===== config.mk =====
export PLATFORM = sky130hd
export DESIGN_NAME = pwm_reg_arbiter
export DESIGN_NICKNAME = d
export VERILOG_FILES = /design/src/rtl/pwm_pkg.sv /design/src/rtl/pwm_rr_arb2.sv /design/src/rtl/pwm_reg_arbiter.sv
export SDC_FILE = /design/constraint.sdc
export NUM_CORES = 1
export LEC_CHECK = 0
export CORE_MARGIN = 4
export CORE_UTILIZATION = 45
export CTS_BUF_LIST = sky130_fd_sc_hd__clkbuf_2
export DETAILED_ROUTE_END_ITERATION = 10
export GPL_ROUTABILITY_DRIVEN = 0
export PLACE_DENSITY_LB_ADDON = 0.15
export SLEW_MARGIN = 20
export SYNTH_ARGS = -nofsm -noshare
export SYNTH_HDL_FRONTEND = slang
export SYNTH_SLANG_ARGS = --single-unit

===== constraint.sdc =====
create_clock -name clk_psc_i -period 4.15 [get_ports clk_psc_i]
set_clock_uncertainty 0.1 [all_clocks]
set_input_delay 0.83 -clock clk_psc_i [delete_from_list [all_inputs] [get_ports clk_psc_i]]
set_output_delay 0.83 -clock clk_psc_i [all_outputs]
set_load 0.005 [all_outputs]

===== src/rtl/pwm_pkg.sv =====
// Shared definitions for the PWM register arbiter: FSM states, address map
// constants and the address-range helper used by the optional address check.
package pwm_pkg;

  localparam int unsigned ADDR_W = 8;

  localparam logic [ADDR_W-1:0] ADDR_CTRL     = ADDR_W'(0);
  localparam logic [ADDR_W-1:0] ADDR_HOLE     = ADDR_W'(9);
  localparam logic [ADDR_W-1:0] ADDR_FIRST_CH = ADDR_W'(10);
  localparam logic [ADDR_W-1:0] ADDR_LAST     = ADDR_W'(41);

  typedef enum logic [1:0] {
    IDLE  = 2'd0,
    ISSUE = 2'd1,
    RESP  = 2'd2
  } pwm_arb_state_t;

  // True for addresses backed by a register (everything up to ADDR_LAST except the hole).
  function automatic logic addr_valid(input logic [ADDR_W-1:0] addr);
    return (addr != ADDR_HOLE) && (addr <= ADDR_LAST);
  endfunction

endpackage


===== src/rtl/pwm_rr_arb2.sv =====
// Two-way round-robin selector with a last-grant pointer.
// Index 0 selects requester 0, index 1 selects requester 1.
module pwm_rr_arb2
  import pwm_pkg::*;
(
  input  logic clk_psc_i,
  input  logic rst_n_i,
  input  logic i_req0,
  input  logic i_req1,
  input  logic i_update,
  output logic o_gnt_valid_c,
  output logic o_gnt_idx_c
);

  logic r_last;

  // Lone requester wins; on a tie the one not granted last wins.
  always_comb begin
    o_gnt_valid_c = i_req0 | i_req1;
    if (i_req0 && i_req1) begin
      o_gnt_idx_c = ~r_last;
    end else begin
      o_gnt_idx_c = i_req1;
    end
  end

  // Pointer resets to requester 1 so requester 0 takes the first tie.
  always_ff @(posedge clk_psc_i or negedge rst_n_i) begin
    if (!rst_n_i) begin
      r_last <= 1'b1;
    end else if (i_update && o_gnt_valid_c) begin
      r_last <= o_gnt_idx_c;
    end
  end

endmodule


===== src/rtl/pwm_reg_arbiter.sv =====
// Two-requester arbiter in front of the PWM register block.
// One transaction at a time: IDLE (arbitrate/latch) -> ISSUE (strobe) -> RESP (ack).
// Optional build macro PWM_ARB_ADDR_CHECK_EN: unmapped addresses get no strobe
// and are answered with err=1; without it every address is forwarded.
module pwm_reg_arbiter
  import pwm_pkg::*;
#(
  parameter int unsigned WIDTH = 16
) (
  input  logic              clk_psc_i,
  input  logic              rst_n_i,
  input  logic              req0_i,
  input  logic              we0_i,
  input  logic [ADDR_W-1:0] addr0_i,
  input  logic [WIDTH-1:0]  wdata0_i,
  input  logic              req1_i,
  input  logic              we1_i,
  input  logic [ADDR_W-1:0] addr1_i,
  input  logic [WIDTH-1:0]  wdata1_i,
  output logic              ack0_o,
  output logic [WIDTH-1:0]  rdata0_o,
  output logic              err0_o,
  output logic              ack1_o,
  output logic [WIDTH-1:0]  rdata1_o,
  output logic              err1_o,
  output logic              reg_wr_en_o,
  output logic              reg_rd_en_o,
  output logic [ADDR_W-1:0] reg_addr_o,
  output logic [WIDTH-1:0]  reg_wr_data_o,
  input  logic [WIDTH-1:0]  reg_rd_data_i
);

  pwm_arb_state_t    r_state;
  pwm_arb_state_t    w_state_nxt;

  logic              w_gnt_valid;
  logic              w_gnt_idx;
  logic              w_update;

  logic              w_sel_we;
  logic [ADDR_W-1:0] w_sel_addr;
  logic [WIDTH-1:0]  w_sel_wdata;
  logic              w_sel_ok;

  logic              r_winner;
  logic              r_we;
  logic [ADDR_W-1:0] r_addr;
  logic [WIDTH-1:0]  r_wdata;
  logic              r_addr_ok;

  logic              r_wr_en;
  logic              r_rd_en;
  logic              r_ack0;
  logic              r_ack1;
  logic              r_err0;
  logic              r_err1;
  logic [WIDTH-1:0]  r_rdata0;
  logic [WIDTH-1:0]  r_rdata1;

  logic              w_wr_en_nxt;
  logic              w_rd_en_nxt;
  logic              w_ack0_nxt;
  logic              w_ack1_nxt;
  logic              w_err0_nxt;
  logic              w_err1_nxt;
  logic [WIDTH-1:0]  w_rdata0_nxt;
  logic [WIDTH-1:0]  w_rdata1_nxt;
  logic [WIDTH-1:0]  w_rdata_cap;

  pwm_rr_arb2 u_rr (
    .clk_psc_i     (clk_psc_i),
    .rst_n_i       (rst_n_i),
    .i_req0        (req0_i),
    .i_req1        (req1_i),
    .i_update      (w_update),
    .o_gnt_valid_c (w_gnt_valid),
    .o_gnt_idx_c   (w_gnt_idx)
  );

  // Mux the winning requester's transaction fields.
  always_comb begin
    w_sel_we    = w_gnt_idx ? we1_i    : we0_i;
    w_sel_addr  = w_gnt_idx ? addr1_i  : addr0_i;
    w_sel_wdata = w_gnt_idx ? wdata1_i : wdata0_i;
  end

`ifdef PWM_ARB_ADDR_CHECK_EN
  assign w_sel_ok = addr_valid(w_sel_addr);
`else
  assign w_sel_ok = 1'b1;
`endif

  // FSM next state plus next values of the registered outputs.
  always_comb begin
    w_state_nxt  = r_state;
    w_update     = 1'b0;
    w_wr_en_nxt  = 1'b0;
    w_rd_en_nxt  = 1'b0;
    w_ack0_nxt   = 1'b0;
    w_ack1_nxt   = 1'b0;
    w_err0_nxt   = 1'b0;
    w_err1_nxt   = 1'b0;
    w_rdata0_nxt = '0;
    w_rdata1_nxt = '0;
    w_rdata_cap  = (!r_we && r_addr_ok) ? reg_rd_data_i : '0;
    case (r_state)
      IDLE: begin
        if (w_gnt_valid) begin
          w_state_nxt = ISSUE;
          w_update    = 1'b1;
          w_wr_en_nxt = w_sel_we & w_sel_ok;
          w_rd_en_nxt = ~w_sel_we & w_sel_ok;
        end
      end
      ISSUE: begin
        w_state_nxt = RESP;
        if (r_winner) begin
          w_ack1_nxt   = 1'b1;
          w_err1_nxt   = ~r_addr_ok;
          w_rdata1_nxt = w_rdata_cap;
        end else begin
          w_ack0_nxt   = 1'b1;
          w_err0_nxt   = ~r_addr_ok;
          w_rdata0_nxt = w_rdata_cap;
        end
      end
      RESP: begin
        w_state_nxt = IDLE;
      end
      default: begin
        w_state_nxt = IDLE;
      end
    endcase
  end

  // FSM state register.
  always_ff @(posedge clk_psc_i or negedge rst_n_i) begin
    if (!rst_n_i) begin
      r_state <= IDLE;
    end else begin
      r_state <= w_state_nxt;
    end
  end

  // Latch the winner's transaction on the IDLE->ISSUE transition.
  always_ff @(posedge clk_psc_i or negedge rst_n_i) begin
    if (!rst_n_i) begin
      r_winner  <= 1'b0;
      r_we      <= 1'b0;
      r_addr    <= '0;
      r_wdata   <= '0;
      r_addr_ok <= 1'b0;
    end else if (w_update) begin
      r_winner  <= w_gnt_idx;
      r_we      <= w_sel_we;
      r_addr    <= w_sel_addr;
      r_wdata   <= w_sel_wdata;
      r_addr_ok <= w_sel_ok;
    end
  end

  // Registered strobes and responses; reset clears them asynchronously.
  always_ff @(posedge clk_psc_i or negedge rst_n_i) begin
    if (!rst_n_i) begin
      r_wr_en  <= 1'b0;
      r_rd_en  <= 1'b0;
      r_ack0   <= 1'b0;
      r_ack1   <= 1'b0;
      r_err0   <= 1'b0;
      r_err1   <= 1'b0;
      r_rdata0 <= '0;
      r_rdata1 <= '0;
    end else begin
      r_wr_en  <= w_wr_en_nxt;
      r_rd_en  <= w_rd_en_nxt;
      r_ack0   <= w_ack0_nxt;
      r_ack1   <= w_ack1_nxt;
      r_err0   <= w_err0_nxt;
      r_err1   <= w_err1_nxt;
      r_rdata0 <= w_rdata0_nxt;
      r_rdata1 <= w_rdata1_nxt;
    end
  end

  assign reg_wr_en_o   = r_wr_en;
  assign reg_rd_en_o   = r_rd_en;
  assign reg_addr_o    = r_addr;
  assign reg_wr_data_o = r_wdata;
  assign ack0_o        = r_ack0;
  assign ack1_o        = r_ack1;
  assign err0_o        = r_err0;
  assign err1_o        = r_err1;
  assign rdata0_o      = r_rdata0;
  assign rdata1_o      = r_rdata1;

endmodule


## After elaboration in Yosys (flattened, before gate mapping)

Cells that the tools add are included.

| word-level totals | value |
|---|---|
| bits in read-only memories | 0 |
| memory bits (writable) | 0 |
| word-level logic and storage cells | 51 |
| output and inout port bits | 62 |
| memories kept | 0 |
| latch bits | 0 |
| register bits after elaboration | 68 |

| cells by class | value |
|---|---|
| bitwise logic cells | 4 |
| reductions and logical operators | 5 |
| add/sub/neg operators | 0 |
| $lt $le $gt $ge | 0 |
| div/mod/pow operators | 0 |
| $mul | 0 |
| mux-type cells | 25 |
| shift-type cells | 0 |
| eq/ne operators | 2 |

Operators with widths:

| kind | number |
|---|---|
| 16-bit 2-to-1 mux | 6 |
| 1-bit 2-to-1 mux | 16 |
| 8-bit 2-to-1 mux | 1 |
| 2-bit case mux with 2 select lines | 1 |
| 1-bit logical AND | 3 |
| 1-bit NOT | 3 |
| 2-bit by 1-bit equality test with 1-bit output (second input constant) | 1 |
| 2-bit logical NOT | 1 |
| 2-bit 2-to-1 mux | 1 |
| 2-bit by 1-bit != test with 1-bit output (second input constant) | 1 |
| 1-bit logical NOT | 1 |
| 1-bit bitwise OR | 1 |

## Logic depth before layout (Yosys ltp)

| depth | value |
|---|---|
| depth in word-level cells | 6 |
| mapped depth | 6 |

## Modules after synthesis

From an unflattened synthesis, not the netlist that was laid out.

| unflattened totals | value |
|---|---|
| cell total of the unflattened synthesis | 179 |
| area total of the unflattened synthesis | 2,831.5 µm² |

By module, submodules not included:

| module | sequential area each (µm²) | instances | area an instance (µm²) | cells an instance |
|---|---|---|---|---|
| pwm_reg_arbiter | 1,676.6 | 1 | 2,780.2 | 174 |
| pwm_rr_arb2 | 26.3 | 1 | 51.3 | 5 |

## Worst setup path after synthesis

No wires, ideal clock.

| timing | value |
|---|---|
| path kind | input-to-reg |
| start | input req1_i |
| end | register r_we |
| library setup time | 0.127 ns |
| required time | 3.923 ns |
| setup slack | 2.397 ns |
| path buffers | 2 |
| stages on the path | 5 |
| arrival time | 1.526 ns |
| cells stage by stage | or2_1 buf_6 buf_2 a21oi_1 a21oi_1 |

| between the ends | value |
|---|---|
| longest elaborated chain between the ends | 3 |

Ends and longest elaborated chain:

| element | line | source |
|---|---|---|
| start: declaration | pwm_reg_arbiter.sv:16 | `input logic req1_i,` |
| 1-bit bitwise OR / 1-bit logical AND (equally long branches) | pwm_rr_arb2.sv:19, pwm_rr_arb2.sv:20 |  |
| 1-bit 2-to-1 mux, on equally long branches | pwm_reg_arbiter.sv:108, pwm_rr_arb2.sv:20 |  |
| 1-bit 2-to-1 mux, on equally long branches | pwm_reg_arbiter.sv:106, pwm_reg_arbiter.sv:82 |  |
| end signal: assignment | pwm_reg_arbiter.sv:155 | `r_we <= w_sel_we;` |
| end: declaration | pwm_reg_arbiter.sv:46 | `logic r_we;` |

Several ways; a longest one is shown, not always the timed one.
A chain may end at the register's enable or synchronous reset.

## Worst setup path after layout

| timing | value |
|---|---|
| start | input req0_i |
| end | register r_wdata[0], in the netlist reg_wr_data_o[0] |

| between the ends | value |
|---|---|
| longest elaborated chain between the ends | 3 |

Ends and longest elaborated chain:

| element | line | source |
|---|---|---|
| start: declaration | pwm_reg_arbiter.sv:12 | `input logic req0_i,` |
| 1-bit bitwise OR / 1-bit logical AND (equally long branches) | pwm_rr_arb2.sv:19, pwm_rr_arb2.sv:20 |  |
| 1-bit 2-to-1 mux, on equally long branches | pwm_reg_arbiter.sv:108, pwm_rr_arb2.sv:20 |  |
| 1-bit 2-to-1 mux / 16-bit 2-to-1 mux (equally long branches) | pwm_reg_arbiter.sv:106, pwm_reg_arbiter.sv:84 |  |
| end signal: assignment | pwm_reg_arbiter.sv:157 | `r_wdata <= w_sel_wdata;` |
| end: declaration | pwm_reg_arbiter.sv:48 | `logic [WIDTH-1:0] r_wdata;` |

Several ways; a longest one is shown, not always the timed one.

==> metrics.md <==
| Metric | Value |
|---|---|
| Status | `finished, final reports clean` |
| Setup ws final | `1.72 ns` |
| DIE AREA | `7220 µm²` |
| Setup TNS | `0 ns` |
| Postcts setup bufs | `0` |
| Worst-Skew Late Latency | `0.44 ns` |
| Crit path DAT | `2.66 ns` |
| Slowest-stage cell, CP | `or2_1` |
| Pre-CTS setup slack | `1.22 ns` |
| Register area share after synthesis | `63.8%` |
| Initial antenna violation count | `0` |
| H-tree depth | `3` |
| Yosys warnings | `0` |
| Compound-gate portion of the synthesized area | `12.1%` |
| Worst relative slew slack | `31.6%` |
| CP delay by family, top | `simple AND/OR/NAND/NOR gates` |
| Critical path, cell by cell | `clkdlybuf4s50_1 -> or2_1 -> nand2_8 -> inv_4 -> a31oi_1` |
| Max Slew Vio Count | `0` |
| Number of max-cap violations | `0` |
| Worst Max-Slew Pin Slew | `1.03 ns` |
| DRC | `0` |
| Post-Synth Adder-Cell Area | `0%` |
| Starting Density | `47.3%` |
| First-pass GRT wire length | `10700 µm` |
| Overall Power | `0.00230 W` |
| Synth unique cells | `25` |
| CP bufs+invs | `2` |
| CP max stage delay | `0.81 ns` |
| Vias after detailed routing | `2231` |
| Worst Path Max Fanout | `27` |
| Clock sinks | `68` |
| Core ar. | `5640 µm²` |
| Required @ worst endpoint | `4.37 ns` |
| CTS tree | `done` |
| Part of the cycle the worst path needs | `58.6%` |
| CTS Buf Count | `9` |
| Setup CP Type | `in -> reg` |
| Mapped Nets | `306` |
| Peak supply drop | `0.343 mV` |
| CTS hold repair buffers | `0` |
| # IOs | `132` |
| Drt wl/cell | `15.5 µm` |
| Hpwl dp | `4710 µm` |
| DR pass1 iterations | `4` |
| Cell count after synthesis | `236` |
| Crit. End Element | `flop` |
| Register clock-pin slew on the reported worst setup and hold paths | `0.21 ns` |
| Pin count of the biggest net entering global routing | `45` |
| Die height | `85.0 µm` |
| Synth-to-Final Area Change | `53.0%` |
| Leak | `1.88 nW` |
| I/O Buffers | `131` |
| Critical Path Start Type | `input port` |
| Synthesized cell area | `2670 µm²` |
| Post-Syn Area per Cell | `11.3 µm²` |
| Number of global-route vias before repair | `2198` |
| Synthesis-stage register bit count | `68` |
| Final number of hold-violating endpoints | `0` |
| Total track usage | `18.7%` |
| Simple-Gate Fraction of Synth Area | `18.2%` |
| Routed Wire Length | `6770 µm` |
| Pwr Density | `563 nW/µm²` |
| Post-synthesis mux area share | `0.375%` |
| Final setup vio count | `0` |
| Via/cell ratio | `5.09` |
| Layout cells sized above 1 | `7.38%` |
| Post-layout min period | `2.43 ns` |
| Worst hold path type | `in -> async` |
| Hold Worst Slack | `0.383 ns` |
| Post-Synth XOR/XNOR Area | `0%` |
| Root Driver | `clkbuf_2` |
| Chip Width | `85.0 µm` |
| Max clock buf depth | `2` |
| Fin nets | `431` |
| Resize count post-CTS | `0` |
| # rows | `27` |
| Maximum clock rate | `0.411 GHz` |
| Grt total ovfl | `0` |
| Largest family of logic cells by synthesized area | `simple AND/OR/NAND/NOR gates` |
| RSZ-0062 raised after global routing | `no` |
| Initial drt markers | `65` |
| ANT nets after route | `0` |
| Ant. Diodes | `0` |
==> where the power goes <==
part	switching (W)	internal, W	leakage [nW]	total (W)
Sequential	0.000105	0.000853	0.861	0.000958
Combinational	0.000418	0.000492	0.940	0.000910
Clock	0.000228	0.000202	0.0781	0.000430
==> worst register-to-register path, stage by stage, from the launching register on <==
cell and delay [ns]:
dfstp_2 0.61, a21bo_2 0.48, mux2i_1 0.36, a21oi_1 0.11
==> through the flow <==
stage               utilization (%)  cell area, µm²  std cells
finish                         72.4            4080        438
global route                   72.4            4080        438
CTS                            72.1            4070        437
detailed placement             69.6            3930        421
global placement               69.6            3930        421
floorplan                         -            2670        236
==> placed cells by master (no fill, tap or decap), types with 2 or more instances in the layout <==
master and count:
clkdlybuf4s50_1 130, dfrtp_1 67, nand2_1 48, and3_1 32, a21oi_1 27, a31oi_1 25
clkbuf_2 10, and2_1 2, nor2b_1 2, clkinvlp_4 2, bufinv_16 2
==> worst paths after layout <==
path / startpoint / endpoint / slack (ns) / cells past startpoint
setup reg to reg: u_rr.r_last$_DFFE_PN1P_ / r_we$_DFFE_PN0P_ / 2.38 / 3
max in group asynchronous: rst_n_i / reg_wr_data_o[3]$_DFFE_PN0P_ / 2.66 / 2
hold reg to reg: r_addr_ok$_DFFE_PN0P_ / err0_o$_DFF_PN0_ / 0.38 / 1
setup / recovery: req0_i / reg_wr_data_o[0]$_DFFE_PN0P_ / 1.72 / 5
hold / removal: rst_n_i / rdata0_o[4]$_DFF_PN0_ / 0.38 / 1
min in group clk_psc_i: r_addr_ok$_DFFE_PN0P_ / err0_o$_DFF_PN0_ / 0.38 / 1
==> layout make-up <==
class                   count  area [µm²]
well taps                  72        90.1
fillers                   421        1560
flip-flops and latches     68        1700
clock buffers              10        50.0
repair buffers            133        1330
clock inverters             6        88.8
multi-input cells         148         816
inverters                   1        6.26
==> synthesized netlist by cell type (all sizes together) <==
cell type / number / area (µm²)
dfrtp: 67 / 1680
nand2: 49 / 200
and3: 32 / 200
a21oi: 27 / 135
a31oi: 25 / 156
buf: 16 / 131
clkbuf: 3 / 11.3
nor2b: 3 / 26.3
and2: 2 / 12.5
and2b: 2 / 17.5
nor2: 2 / 15.0
a21bo: 1 / 10.0
a21boi: 1 / 11.3
a22o: 1 / 8.76
dfstp: 1 / 26.3
inv: 1 / 6.26
mux2i: 1 / 10.0
nand2b: 1 / 6.26
or2: 1 / 6.26
==> cell families after synthesis <==
| logic type | Yosys count |
|---|---|
| and+or+nand+nor | 92 |
| DFF | 68 |
| AOI/OAI and AO/OA | 55 |
| buffers and inverters | 20 |
| muxes | 1 |
==> sequential cells by signal, indices dropped and copies added, names as in the netlist, 2 cells and up <==
signal         count
r_state            2
reg_wr_data_o     16
rdata1_o          16
rdata0_o          16
reg_addr_o         8
==> layer usage <==
metal | GRT usage [%] | part of all wire, % | vias to the layer above | wire length [µm]
li1 | - | - | 1065 | -
met1 | 24.5 | 43 | 1067 | 2900
met2 | 30.0 | 48 | 92 | 3280
met3 | 5.15 | 7.8 | 7 | 527
met4 | 6.47 | 0.93 | 0 | 63
met5 | 0 | 0 | - | 0
Note: power is estimated with default switching activity, not from simulation.
